**src/rtl/dbg_pkg.sv**
```systemverilog
// Shared definitions for the debug-display sequencer: view states,
// ALU probe item count and the fill word shown after the ALU flags.
package dbg_pkg;

  typedef enum logic [2:0] {
    S_INSTR = 3'd0,
    S_REG   = 3'd1,
    S_ALU   = 3'd2,
    S_DMEM  = 3'd3,
    S_LED   = 3'd4
  } dbg_state_e;

  localparam int          ALU_ITEMS = 5;
  localparam logic [31:0] ALU_FILL  = 32'hFFFF_FFFF;

  // Picks the ALU probe word for a given walk position
  function automatic logic [31:0] alu_item(input logic [2:0]  idx,
                                           input logic [31:0] a,
                                           input logic [31:0] b,
                                           input logic [31:0] c,
                                           input logic        zero);
    logic [31:0] word;
    word = ALU_FILL;
    case (idx)
      3'd0:    word = a;
      3'd1:    word = b;
      3'd2:    word = c;
      3'd3:    word = {31'h0, zero};
      default: word = ALU_FILL;
    endcase
    return word;
  endfunction

endpackage

```
**src/rtl/dbg_wrap_cnt.sv**
```systemverilog
// Wrapping scan index: counts 0..N-1 and back to 0, with a synchronous
// clear that takes priority over counting.
module dbg_wrap_cnt #(
  parameter int N     = 5,
  parameter int IDX_W = 6
) (
  input  logic             Clk_CPU,
  input  logic             rstn,
  input  logic             clr,
  input  logic             en,
  output logic [IDX_W-1:0] idx
);

  logic [IDX_W-1:0] idx_q;
  logic [IDX_W-1:0] idx_d;

  // Next index: clear wins, otherwise advance with wrap at N-1
  always_comb begin
    idx_d = idx_q;
    if (clr) begin
      idx_d = '0;
    end else if (en) begin
      idx_d = (idx_q == IDX_W'(N - 1)) ? '0 : idx_q + 1'b1;
    end
  end

  // Index register
  always_ff @(posedge Clk_CPU or negedge rstn) begin
    if (!rstn) begin
      idx_q <= '0;
    end else begin
      idx_q <= idx_d;
    end
  end

  assign idx = idx_q;

endmodule

```
**src/rtl/dbg_disp_scan.sv**
```systemverilog
// Debug-display sequencer: decodes the requested view from the switches,
// walks the selected debug source and registers the word for seg7x16.
module dbg_disp_scan
  import dbg_pkg::*;
#(
  parameter int RF_NUM  = 32,
  parameter int DM_NUM  = 16,
  parameter int LED_NUM = 48,
  parameter int IDX_W   = 6
) (
  input  logic             Clk_CPU,
  input  logic             rstn,
  input  logic [3:0]       sel_i,
  input  logic             led_i,
  input  logic             hold_i,
  input  logic [31:0]      instr_i,
  output logic [4:0]       rf_addr_o,
  input  logic [31:0]      rf_data_i,
  output logic [IDX_W-1:0] dm_addr_o,
  input  logic [31:0]      dm_data_i,
  input  logic [31:0]      alu_a_i,
  input  logic [31:0]      alu_b_i,
  input  logic [31:0]      alu_c_i,
  input  logic             alu_zero_i,
  output logic [IDX_W-1:0] led_idx_o,
  input  logic [63:0]      led_pat_i,
  output logic [63:0]      display_data_o,
  output logic             disp_mode_o
);

  dbg_state_e       state_q, state_d, target;
  logic [63:0]      disp_q, disp_d;
  logic             mode_q, mode_d;
  logic             change;

  logic [IDX_W-1:0] reg_idx, alu_idx, dm_idx, led_idx;
  logic             reg_clr, alu_clr, dm_clr, led_clr;
  logic             reg_en, alu_en, dm_en, led_en;
  logic             unused_bits;

  // Requested view: LED overrides, then instr > reg > alu > dmem, idle shows instr
  always_comb begin
    target = S_INSTR;
    if (led_i)         target = S_LED;
    else if (sel_i[3]) target = S_INSTR;
    else if (sel_i[2]) target = S_REG;
    else if (sel_i[1]) target = S_ALU;
    else if (sel_i[0]) target = S_DMEM;
  end

  assign change = (target != state_q);

  // Counter controls: the entered view's index restarts, the active view walks
  always_comb begin
    reg_clr = change && (target == S_REG);
    alu_clr = change && (target == S_ALU);
    dm_clr  = change && (target == S_DMEM);
    led_clr = change && (target == S_LED);
    reg_en  = !change && (state_q == S_REG)  && !hold_i;
    alu_en  = !change && (state_q == S_ALU);
    dm_en   = !change && (state_q == S_DMEM) && !hold_i;
    led_en  = !change && (state_q == S_LED);
  end

  dbg_wrap_cnt #(.N(RF_NUM), .IDX_W(IDX_W)) u_reg_cnt (
    .Clk_CPU(Clk_CPU), .rstn(rstn), .clr(reg_clr), .en(reg_en), .idx(reg_idx)
  );

  dbg_wrap_cnt #(.N(ALU_ITEMS), .IDX_W(IDX_W)) u_alu_cnt (
    .Clk_CPU(Clk_CPU), .rstn(rstn), .clr(alu_clr), .en(alu_en), .idx(alu_idx)
  );

  dbg_wrap_cnt #(.N(DM_NUM), .IDX_W(IDX_W)) u_dm_cnt (
    .Clk_CPU(Clk_CPU), .rstn(rstn), .clr(dm_clr), .en(dm_en), .idx(dm_idx)
  );

  dbg_wrap_cnt #(.N(LED_NUM), .IDX_W(IDX_W)) u_led_cnt (
    .Clk_CPU(Clk_CPU), .rstn(rstn), .clr(led_clr), .en(led_en), .idx(led_idx)
  );

  // Next display word: blank on a view change, else the current item of the walk
  always_comb begin
    state_d = target;
    mode_d  = (target == S_LED);
    disp_d  = 64'h0;
    if (!change) begin
      case (state_q)
        S_INSTR: disp_d = {32'h0, instr_i};
        S_REG:   disp_d = {32'h0, reg_idx[3:0], rf_data_i[27:0]};
        S_ALU:   disp_d = {32'h0, alu_item(alu_idx[2:0], alu_a_i, alu_b_i,
                                           alu_c_i, alu_zero_i)};
        S_DMEM:  disp_d = {32'h0, dm_idx[3:0], dm_data_i[27:0]};
        S_LED:   disp_d = led_pat_i;
        default: disp_d = 64'h0;
      endcase
    end
  end

  // View state and registered display outputs
  always_ff @(posedge Clk_CPU or negedge rstn) begin
    if (!rstn) begin
      state_q <= S_INSTR;
      disp_q  <= 64'h0;
      mode_q  <= 1'b0;
    end else begin
      state_q <= state_d;
      disp_q  <= disp_d;
      mode_q  <= mode_d;
    end
  end

  assign rf_addr_o      = reg_idx[4:0];
  assign dm_addr_o      = dm_idx;
  assign led_idx_o      = led_idx;
  assign display_data_o = disp_q;
  assign disp_mode_o    = mode_q;

  // Bits deliberately not shown on the display or used for addressing
  assign unused_bits = ^{rf_data_i[31:28], dm_data_i[31:28],
                         reg_idx[IDX_W-1:5], alu_idx[IDX_W-1:3]};

endmodule

```
**config.mk**
```make
export PLATFORM = sky130hd
export DESIGN_NAME = dbg_disp_scan
export DESIGN_NICKNAME = d
export VERILOG_FILES = /design/src/rtl/dbg_pkg.sv /design/src/rtl/dbg_wrap_cnt.sv /design/src/rtl/dbg_disp_scan.sv
export SDC_FILE = /design/constraint.sdc
export NUM_CORES = 1
export LEC_CHECK = 0
export CORE_AREA = 2 2 134 136
export CTS_CLUSTER_DIAMETER = 80
export DETAILED_ROUTE_END_ITERATION = 10
export DIE_AREA = 0 0 136 138
export PLACE_DENSITY = 0.77
export SLEW_MARGIN = 20
export SYNTH_ARGS = -nofsm -noshare
export SYNTH_HDL_FRONTEND = slang
export SYNTH_SLANG_ARGS = --single-unit
```
**constraint.sdc**
```tcl
create_clock -name Clk_CPU -period 2.4 [get_ports Clk_CPU]
set_clock_uncertainty 0.15 [all_clocks]
set_input_delay 0.48 -clock Clk_CPU [delete_from_list [all_inputs] [get_ports Clk_CPU]]
set_output_delay 0.48 -clock Clk_CPU [all_outputs]
set_load 0.02 [all_outputs]
```
==> impl_metrics.ini <==
[worst_setup_path]
reg2reg_slack_ns = 0.20
critPathLaunchType = input port
startpoint = led_i
timing.reg2reg.worst_path_depth = 5
worst_setup_path_end_kind = flip-flop
slowest_stage = clkdlybuf4s50_1
cp-endpoint = u_alu_cnt.idx[3]
path_cells = clkdlybuf4s50_1 -> buf_4 -> xor2_1 -> nand3b_1 -> or2_2 -> a211o_1 -> o311ai_2
reg2reg_to = u_alu_cnt.idx[3]
setup.worst_path.class = in2reg
required_ns = 2.50
cp_slowest_stage_delay_ns = 0.50
worst-endpoint-arrival_ns = 2.41
r2r-start = state_q[1]
crit_fanout = 4

[placed_design]
portBuffers = 338
dpl.hpwl_um = 17020
dp_slack_ns = -0.2979
gp_congestion = 0.8280

[clock_network]
cts_tree = built
insertion_delay_ns = 0.35
clock_sinks = 92
cts_made_buffers = 9
cts_buffer_depth = 2
path_clk_slew_ns = 0.07
clock_tree.root_cell = clkbuf_16
htree_levels = 3
postCtsSetupBuffers = 0

[cells_and_area]
nets = 1190
utilization_pct = 52.97
fill_cells = 1602
insertedDiodeCount = 0
drive_above_1_share_pct = 8.894
area_growth_pct = 80.48

[power]
leakage_nw = 3.814
powerDensity_mw_per_mm2 = 474.3
ir_drop_mv = 0.3264

[logic_synthesis]
syn_area_mm2 = 0.005146
synth_seq_cells = 92
synth_top_cell_by_area = dfrtp_1
synth_warnings = 0
synth_edf_count = 0
synth_ff_type = dfrtp_1
syn_nets = 844
synthArstFlopShare_pct = 100.0
synthCells = 571
synth_cell_types = 51
seq_area_frac_synth_pct = 44.74
yosysTopAreaCellShare_pct = 44.74
synth_area_leaders = dfrtp_1 45%, a21oi_1 6.5%, mux2i_1 6.0%
synth.avg_cell_area_um2 = 9.013

[drt]
routed_wl_um = 22080
viasPerCell = 5.030
drcViolationCount = 0
antenna_left = 0
route.vias.total = 5789
drt_first_pass_iters = 5
avgRoutedWirePerCell_um = 19.18
first_iter_violations = 332

[timing]
slew-limit-headroom_pct = 36.20
timing_hold_violations_final = 0
fmax_mhz = 433.3
worst_slack_ns = 0.09188
worst_slew_pin_slew_ns = 0.9547
fin_crit_sh_pct = 96.17
fin_crit_ns = 2.308
setup_viol = 0
finalMaxSlewViolations = 0
rsz0062_at_grt = false

[global_route]
antenna_found_initial = 0
track_usage_pct = 23.19
grt_max_degree = 50
grt_pass1_vias = 5881
grt_first_pass_wirelength_um = 33170
gr-total-overflow = 0

[floorplan]
row_count = 49
initial_utilization_pct = 29.35
core_mm2 = 0.01753
io_pins = 347
die_h_um = 138
die_w_um = 136
die_area_mm2 = 0.01877

[flow_run]
drv_cap = 0

[status]
status = completed

[hold_path]
min_path_type = reg2reg
-- logic make-up (layout without fill, tap and decap cells) --
| kind of cell | count (synthesis) | in the layout | share of synthesized area [%] |
|---|---|---|---|
| xor gates and xnor gates | 3 | 3 | 0.5107 |
| adders and majority gates | 8 | 8 | 1.945 |
| DFF | 92 | 92 | 44.74 |
| buffers and inverters | 59 | 410 | 4.863 |
| AOI/OAI and AO/OA | 199 | 199 | 24.61 |
| and+or+nand+nor | 174 | 174 | 16.22 |
| muxes | 36 | 36 | 7.124 |
-- synthesized netlist by cell type, types with 2 or more instances --
| library cell | count |
|---|---|
| mux2_2 | 5 |
| dfrtp_1 | 92 |
| a21oi_1 | 67 |
| nand2_1 | 55 |
| nor2_1 | 46 |
| buf_1 | 2 |
| inv_1 | 7 |
| mux2i_1 | 31 |
| a22oi_1 | 31 |
| o211ai_1 | 3 |
| nand2b_1 | 4 |
| ha_1 | 8 |
| clkbuf_1 | 40 |
| xor2_1 | 2 |
| and3_1 | 2 |
| o31ai_1 | 5 |
| nor2b_1 | 2 |
| nor4_1 | 2 |
| nor3_1 | 3 |
| nand3_1 | 17 |
| buf_2 | 2 |
| buf_4 | 5 |
| a221oi_1 | 32 |
| o21ai_0 | 49 |
| and2_1 | 33 |
-- power breakdown --
group | leakage (nW) | internal (W) | switching [W]
logic | 2.43 | 0.000729 | 0.000577
registers | 1.25 | 0.00163 | 0.0000386
clock network | 0.142 | 0.000733 | 0.000700
total | 3.81 | 0.00309 | 0.00132
-- final cells by class --
class | count | area (um2) | share of cell area, %
flip-flops and latches | 92 | 2303 | 24.80
repair buffers | 385 | 3749 | 40.36
well taps | 229 | 286.5 | 3.085
multi-input cells | 420 | 2623 | 28.24
inverters | 9 | 33.78 | 0.3637
clock inverters | 7 | 67.56 | 0.7275
clock buffers | 9 | 225.2 | 2.425
-- layout by cell type, fill, tap and decap left out, drive strengths merged, types with 2 or more instances in the layout --
| cell | n |
|---|---|
| a21oi | 67 |
| a221oi | 32 |
| a22oi | 31 |
| and2 | 33 |
| and3 | 2 |
| buf | 47 |
| clkbuf | 9 |
| clkdlybuf4s50 | 337 |
| clkinv | 3 |
| dfrtp | 92 |
| ha | 8 |
| inv | 12 |
| mux2 | 5 |
| mux2i | 31 |
| nand2 | 55 |
| nand2b | 4 |
| nand3 | 17 |
| nor2 | 46 |
| nor2b | 2 |
| nor3 | 4 |
| nor4 | 2 |
| o211ai | 3 |
| o21a | 2 |
| o21ai | 50 |
| o31ai | 5 |
| or2 | 2 |
| xor2 | 2 |
-- how the worst min path moves through the flow --
stage	from	end	cells past startpoint
2_1_floorplan	rstn	disp_mode_o	0
3_3_place_gp	rstn	display_data_o[60]	1
3_5_place_dp	rstn	display_data_o[61]	1
4_1_cts	u_reg_cnt.idx[5]	u_reg_cnt.idx[5]	2
5_1_grt	u_reg_cnt.idx[5]	u_reg_cnt.idx[5]	2
6_report	u_reg_cnt.idx[5]	u_reg_cnt.idx[5]	2
-- sequential cells by signal, summed over array words and instances (netlist names) --
register	flops
u_reg_cnt.idx	6
u_dm_cnt.idx	6
u_alu_cnt.idx	6
display_data_o	64
state_q	3
disp_mode_o	1
u_led_cnt.idx	6
-- stage by stage --
step / hold slack, ns / instance area (um2) / TNS (ns) / instances / total power [W]
after global routing: 0.3854 / 9288 / 0 / 1151 / 0.004600
after global placement: 0.2434 / 8979 / -5.598 / 1134 / 0.002987
after CTS: 0.3549 / 9281 / 0 / 1151 / 0.004435
after detailed placement: 0.2460 / 8979 / -7.492 / 1134 / 0.003005
final: 0.3570 / 9288 / 0 / 1151 / 0.004405
after floorplan: 0.03441 / 5146 / 0 / 571 / 0.002178
-- metal layers --
metal | global-route usage, % | wire length (um)
met1 | 29.37 | 9114
met2 | 39.43 | 10870
met3 | 4.694 | 1647
met4 | 7.401 | 450
met5 | 0 | 0
-- critical path: cells and delay by family --
kind            cells  cell delay, ns
compound gates      2            0.57
xor+xnor            1            0.16
buf+inv             2            0.69
simple gates        2            0.51
-- what timing repair did --
item                                   4_1_cts  5_1_grt
gates resized for setup                      0        1
hold buffers                                 1        0
setup endpoints to repair                    0        1
endpoints found under the hold margin       20        0
No activity file was read; power rests on OpenSTA's default activity.
==> edit 1 (same settings) <==
Encoding of `dbg_state_e`: now one-hot (5 bits for 5 states).
--- a/src/rtl/dbg_pkg.sv
+++ b/src/rtl/dbg_pkg.sv
@@ -3,10 +3,10 @@
 package dbg_pkg;
 
-  typedef enum logic [2:0] {
-    S_INSTR = 3'd0,
-    S_REG   = 3'd1,
-    S_ALU   = 3'd2,
-    S_DMEM  = 3'd3,
-    S_LED   = 3'd4
+  typedef enum logic [4:0] {
+    S_INSTR = 5'b00001,
+    S_REG   = 5'b00010,
+    S_ALU   = 5'b00100,
+    S_DMEM  = 5'b01000,
+    S_LED   = 5'b10000
   } dbg_state_e;
 
Function: same outputs for any inputs over 4 cycles, from zero or initial values and one cycle with rstn low; so few cycles prove little.
==> edit 1 against the original RTL <==
- worst setup slack got worse by 11 ps
- cell area fell by 2.0%
- combinational power fell by 21%
- synthesized area is 3.5% lower
- count of clock-buffer cells in the layout rose by 2
- largest cell class unchanged
- synthesized cell count down 9.8%
- routed wire length down 0.51%
- sequential cell count grew 2
- critical path type unchanged
- power decreased by 8.9%
==> edit 1: results (changes against the original RTL) <==
| Metric | Value |
|---|---|
| Status | finished clean (unchanged) |
| Post-synthesis sequential area ratio | 0.474 (was 0.447) |
| Area of placed instances | 8780 um^2 (was 8980 um^2) |
| H-tree levels | 3 (unchanged) |
| Detailed Route WL | 22,000 um (was 22,100 um) |
| # resized after CTS | 11 (was 0) |
| Pre-CTS setup slack | -520 ps (was -298 ps) |
| Clock transition at path regs | 70 ps (about the same) |
| End of the critical path | u_alu_cnt.idx[5] (was u_alu_cnt.idx[3]) |
| Avg Inst Size Synth | 9.64 um^2 (was 9.01 um^2) |
| WL per Instance | 20.2 um (was 19.2 um) |
| Data arrival, critical path | 2460 ps (was 2410 ps) |
| Iteration-0 DRC Markers | 473 (was 332) |
| Clk buf depth | 2 (unchanged) |
| Largest net degree at the start of global routing | 51 (was 50) |
| Hold buffer count at CTS | 1 (unchanged) |
| Synth area leaders | dfrtp_1 47%, a21oi_1 13%, a222oi_1 6.5% (was dfrtp_1 45%, a21oi_1 6.5%, mux2i_1 6.0%) |
| Crit Reg-Reg Endpoint | display_data_o[1] (was u_alu_cnt.idx[3]) |
| Syn Nets | 788 (was 844) |
| Async set-reset flop share out of synthesis | 1.00 (unchanged) |
| Slowest Stage Delay on Critical Path | 550 ps (was 500 ps) |
| Post-CTS setup buffer count | 0 (unchanged) |
| Leakage | 3.70 nW (was 3.81 nW) |
| Post-synth top flop | dfrtp_1 (unchanged) |
| HPWL after DPL | 16,800 um (was 17,000 um) |
| Cell variety after synth | 53 (was 51) |
| HP Class | input port to flop (was flop to flop) |
| Origin of the worst setup path | led_i (unchanged) |
| Worst slew margin | 0.652 (was 0.362) |
| Initial antenna violation count | 1 (was 0) |
| Root buf cell | clkbuf_16 (unchanged) |
| R2R setup slack | 180 ps (was 200 ps) |
| First-pass GRT wire length | 32,600 um (was 33,200 um) |
| RePlAce Congestion | 0.840 (was 0.828) |
| Vias | 5,688 (was 5,789) |
| Top post-synthesis cells by count | 132 x a21oi_1, 93 x dfrtp_1, 38 x clkbuf_1 (was 92 x dfrtp_1, 67 x a21oi_1, 55 x nand2_1) |
| VDD IR max | 0.344 mV (was 0.326 mV) |
| CTS Buf Count | 9 (unchanged) |
| Max FFs per register | 64 (unchanged) |
| Port Buffers | 338 (unchanged) |
| Vias in the first global route | 5,870 (was 5,881) |
| Clk_lat worst skew | 350 ps (about the same) |
| CP Max Fanout | 5 (was 4) |
| Yosys synthesis warning count | 0 (unchanged) |
| Fraction of layout cells with a size suffix above 1 | 0.0814 (was 0.0889) |
| DP Cell Count | 1,071 (was 1,134) |
| Reg2Reg Depth | 6 (was 5) |
| RR Startpoint | state_q[0] (was state_q[1]) |
| Final cycle utilization of the critical path | 0.966 (was 0.962) |
| Pre-Repair DR Iteration Count | 8 (was 5) |
| GRT Overall Usage | 0.229 (was 0.232) |
| Slowest-stage cell, CP | or4b_4 (was clkdlybuf4s50_1) |
-- edit 1: kinds of logic (layout without fill, tap and decap cells) --
family / count (synthesis) / in the layout / synth area share
compound gates: 237 / 237 / 0.308
simple gates: 106 / 107 / 0.131
flops: 94 / 94 / 0.474
buf+inv: 63 / 407 / 0.0532
fa+ha+maj: 8 / 8 / 0.0202
mux: 4 / 4 / 0.00807
xor+xnor: 3 / 3 / 0.00529
other cells: 0 / 1 / 0
-- edit 1: final cells by class --
class	count	area [um^2]
Inverter	15	56.3
Timing Repair Buffer	376	3720
Clock buffer	11	233
Multi-Input combinational cell	359	2410
Tap cell	229	287
Fill cell	1625	8430
Antenna cell	1	2.50
Clock inverter	5	35.0
Sequential cell	94	2350
-- edit 1: metal layers --
| metal | vias to the layer above | part of all wire | wire length, um | GRT usage |
|---|---|---|---|---|
| met2 | 288 | 0.48 | 10600 | 0.383 |
| met4 | 0 | 0.039 | 861 | 0.110 |
| met3 | 51 | 0.095 | 2090 | 0.0605 |
| met1 | 2709 | 0.38 | 8370 | 0.269 |
| li1 | 2640 | - | - | - |
| met5 | - | 0 | 0 | 0 |
-- edit 1: how the worst min path moves through the flow --
stage	startpoint	end	slack (ps)	cells past startpoint
2_1_floorplan	rstn	disp_mode_o	30	0
3_3_place_gp	rstn	display_data_o[23]	250	1
3_5_place_dp	rstn	display_data_o[23]	240	1
4_1_cts	led_i	state_q[4]	360	2
5_1_grt	led_i	disp_mode_o	380	2
6_report	led_i	state_q[4]	370	2
-- edit 1: where the power goes --
part           switching, mW  internal, mW
Sequential            0.0240          1.63
Clock                  0.625         0.706
Combinational          0.428         0.603
Total                   1.08          2.94
-- edit 1: critical path, delay by kind of cell --
family          cells  cell delay, ps
simple gates        2            1010
compound gates      4             730
buf+inv             1             240
==> edit 2 (same flow settings) <==
Made on the original files. `IDX_W` is set to 6 in 2 places; all go to 8.
--- a/src/rtl/dbg_wrap_cnt.sv
+++ b/src/rtl/dbg_wrap_cnt.sv
@@ -3,5 +3,5 @@
 module dbg_wrap_cnt #(
   parameter int N     = 5,
-  parameter int IDX_W = 6
+  parameter int IDX_W = 8
 ) (
   input  logic             Clk_CPU,
--- a/src/rtl/dbg_disp_scan.sv
+++ b/src/rtl/dbg_disp_scan.sv
@@ -7,5 +7,5 @@
   parameter int DM_NUM  = 16,
   parameter int LED_NUM = 48,
-  parameter int IDX_W   = 6
+  parameter int IDX_W   = 8
 ) (
   input  logic             Clk_CPU,
Ports: changed (resized dm_addr_o and led_idx_o); port bits go from 347 to 351. The function was not compared with the original's and may differ.
==> edit 2 against the original RTL <==
- cell area is 8.7% higher
- first-iteration DRC count rose by 11%
- power grew 7.3%
- non-clock buffer count up 2
- routed wire length increased by 6.6%
- worst setup slack gained 21 ps
- sequential cell count up 8
- synthesized area grew 15%
- count of clock-buffer cells in the layout increased by 1
- critical path type unchanged
- largest cell class unchanged
==> edit 2: results (changes against the original RTL) <==
| Metric | Value |
|---|---|
| Crit Reg-Reg Endpoint | u_alu_cnt.idx[7] (was u_alu_cnt.idx[3]) |
| Fillcell total | 1,580 (was 1,602) |
| Vias in the first global route | 6,432 (was 5,881) |
| Initial antenna violation count | 1 (was 0) |
| Hold path depth | 1 (was 2) |
| Switching Share | 0.275 (was 0.299) |
| CP Max Fanout | 7 (was 4) |
| Cell variety after synth | 55 (was 51) |
| First-pass GRT wire length | 35,400 um (was 33,200 um) |
| RePlAce Congestion | 0.897 (was 0.828) |
| Status | finished clean (unchanged) |
| Syn Nets | 934 (was 844) |
| HP Start | u_led_cnt.idx[0] (was u_reg_cnt.idx[5]) |
| Largest net degree at the start of global routing | 45 (was 50) |
| Leakage | 4.16 nW (was 3.81 nW) |
| Fraction of layout cells with a size suffix above 1 | 0.0765 (was 0.0889) |
| Detailed Route WL | 23,500 um (was 22,100 um) |
| Pre-CTS setup slack | -274 ps (was -298 ps) |
| Vias per cell | 5.14 (was 5.03) |
| Final Net Count | 1,275 (was 1,190) |
| Worst hold margin | 385 ps (was 357 ps) |
| VDD IR max | 0.347 mV (was 0.326 mV) |
| RR Startpoint | state_q[0] (was state_q[1]) |
| R2R setup slack | 280 ps (was 200 ps) |
| Worst slew margin | 0.617 (was 0.362) |
| Iteration-0 DRC Markers | 368 (was 332) |
## edit 2: cell types whose count changed in the layout (fill, tap and decap cells not counted), sizes merged, moves of 6 or more
cell	unedited run	this run
and3	2	8
dfrtp	92	100
nand2	55	29
a221oi	32	0
nand3	17	41
o21ai	50	56
a21oi	67	98
o21a	2	28
## edit 2: stage by stage
step           utilization  TNS, ps
2_1_floorplan            -        0
3_3_place_gp         0.557    -7200
3_5_place_dp         0.557    -8580
4_1_cts              0.575        0
5_1_grt              0.576        0
6_report             0.576        0
## edit 2: per-layer routing
metal / vias to the layer above / share of wire / GRT usage
met4: 0 / 0.026 / 0.0784
met5: - / 0 / 0
met1: 2992 / 0.40 / 0.304
met3: 35 / 0.094 / 0.0664
li1: 3060 / - / -
met2: 276 / 0.48 / 0.412
## edit 2: power groups by stage
| stage | clock (mW) | sequential (mW) | combinational, mW |
|---|---|---|---|
| final | 1.59 | 1.80 | 1.34 |
| after global routing | 1.69 | 1.81 | 1.43 |
| after CTS | 1.62 | 1.80 | 1.35 |
| after detailed placement | 0 | 1.83 | 1.34 |
| after global placement | 0 | 1.83 | 1.32 |
| after floorplan | 0 | 1.92 | 0.438 |
## edit 2: layout make-up
cell class / count / area [um^2] / area share
diodes: 1 / 2.50 / 0.000248
inverters: 9 / 33.8 / 0.00335
flip-flops and latches: 100 / 2510 / 0.248
repair buffers: 387 / 3840 / 0.380
clock inverters: 6 / 87.6 / 0.00868
clock buffers: 10 / 229 / 0.0227
well taps: 229 / 287 / 0.0284
multi-input cells: 495 / 3110 / 0.308
## edit 2: timing repair
action | in CTS | in global routing
hold buffers | 1 | 0
resized for setup | 0 | 1
endpoints found under the setup margin | 0 | 3
endpoints found under the hold margin | 24 | 0
## edit 2: kinds of logic after synthesis
group	share of synthesized area
AND/OR/NAND/NOR	0.176
AO/OA/AOI/OAI	0.260
multiplexers	0.0630
XOR/XNOR	0.00742
adder cells (fa/ha/maj)	0.0170
buffers and inverters	0.0520
flip-flops	0.424
## edit 2: worst max path at each step
stage / start / endpoint / slack, ps / cells past startpoint
after floorplan: led_i / display_data_o[29] / 340 / 7
after global placement: led_i / u_reg_cnt.idx[3] / -230 / 7
after detailed placement: led_i / u_reg_cnt.idx[3] / -270 / 7
after CTS: led_i / u_reg_cnt.idx[3] / 60 / 7
after global routing: sel_i[1] / u_reg_cnt.idx[3] / 20 / 7
final: sel_i[3] / u_reg_cnt.idx[3] / 110 / 7
## edit 2: critical path: stages
cell and delay, ps:
clkdlybuf4s50_1 540, buf_4 220, nor2_1 200, o2111a_1 270
nand2b_1 170, or3_1 380, a21oi_1 160
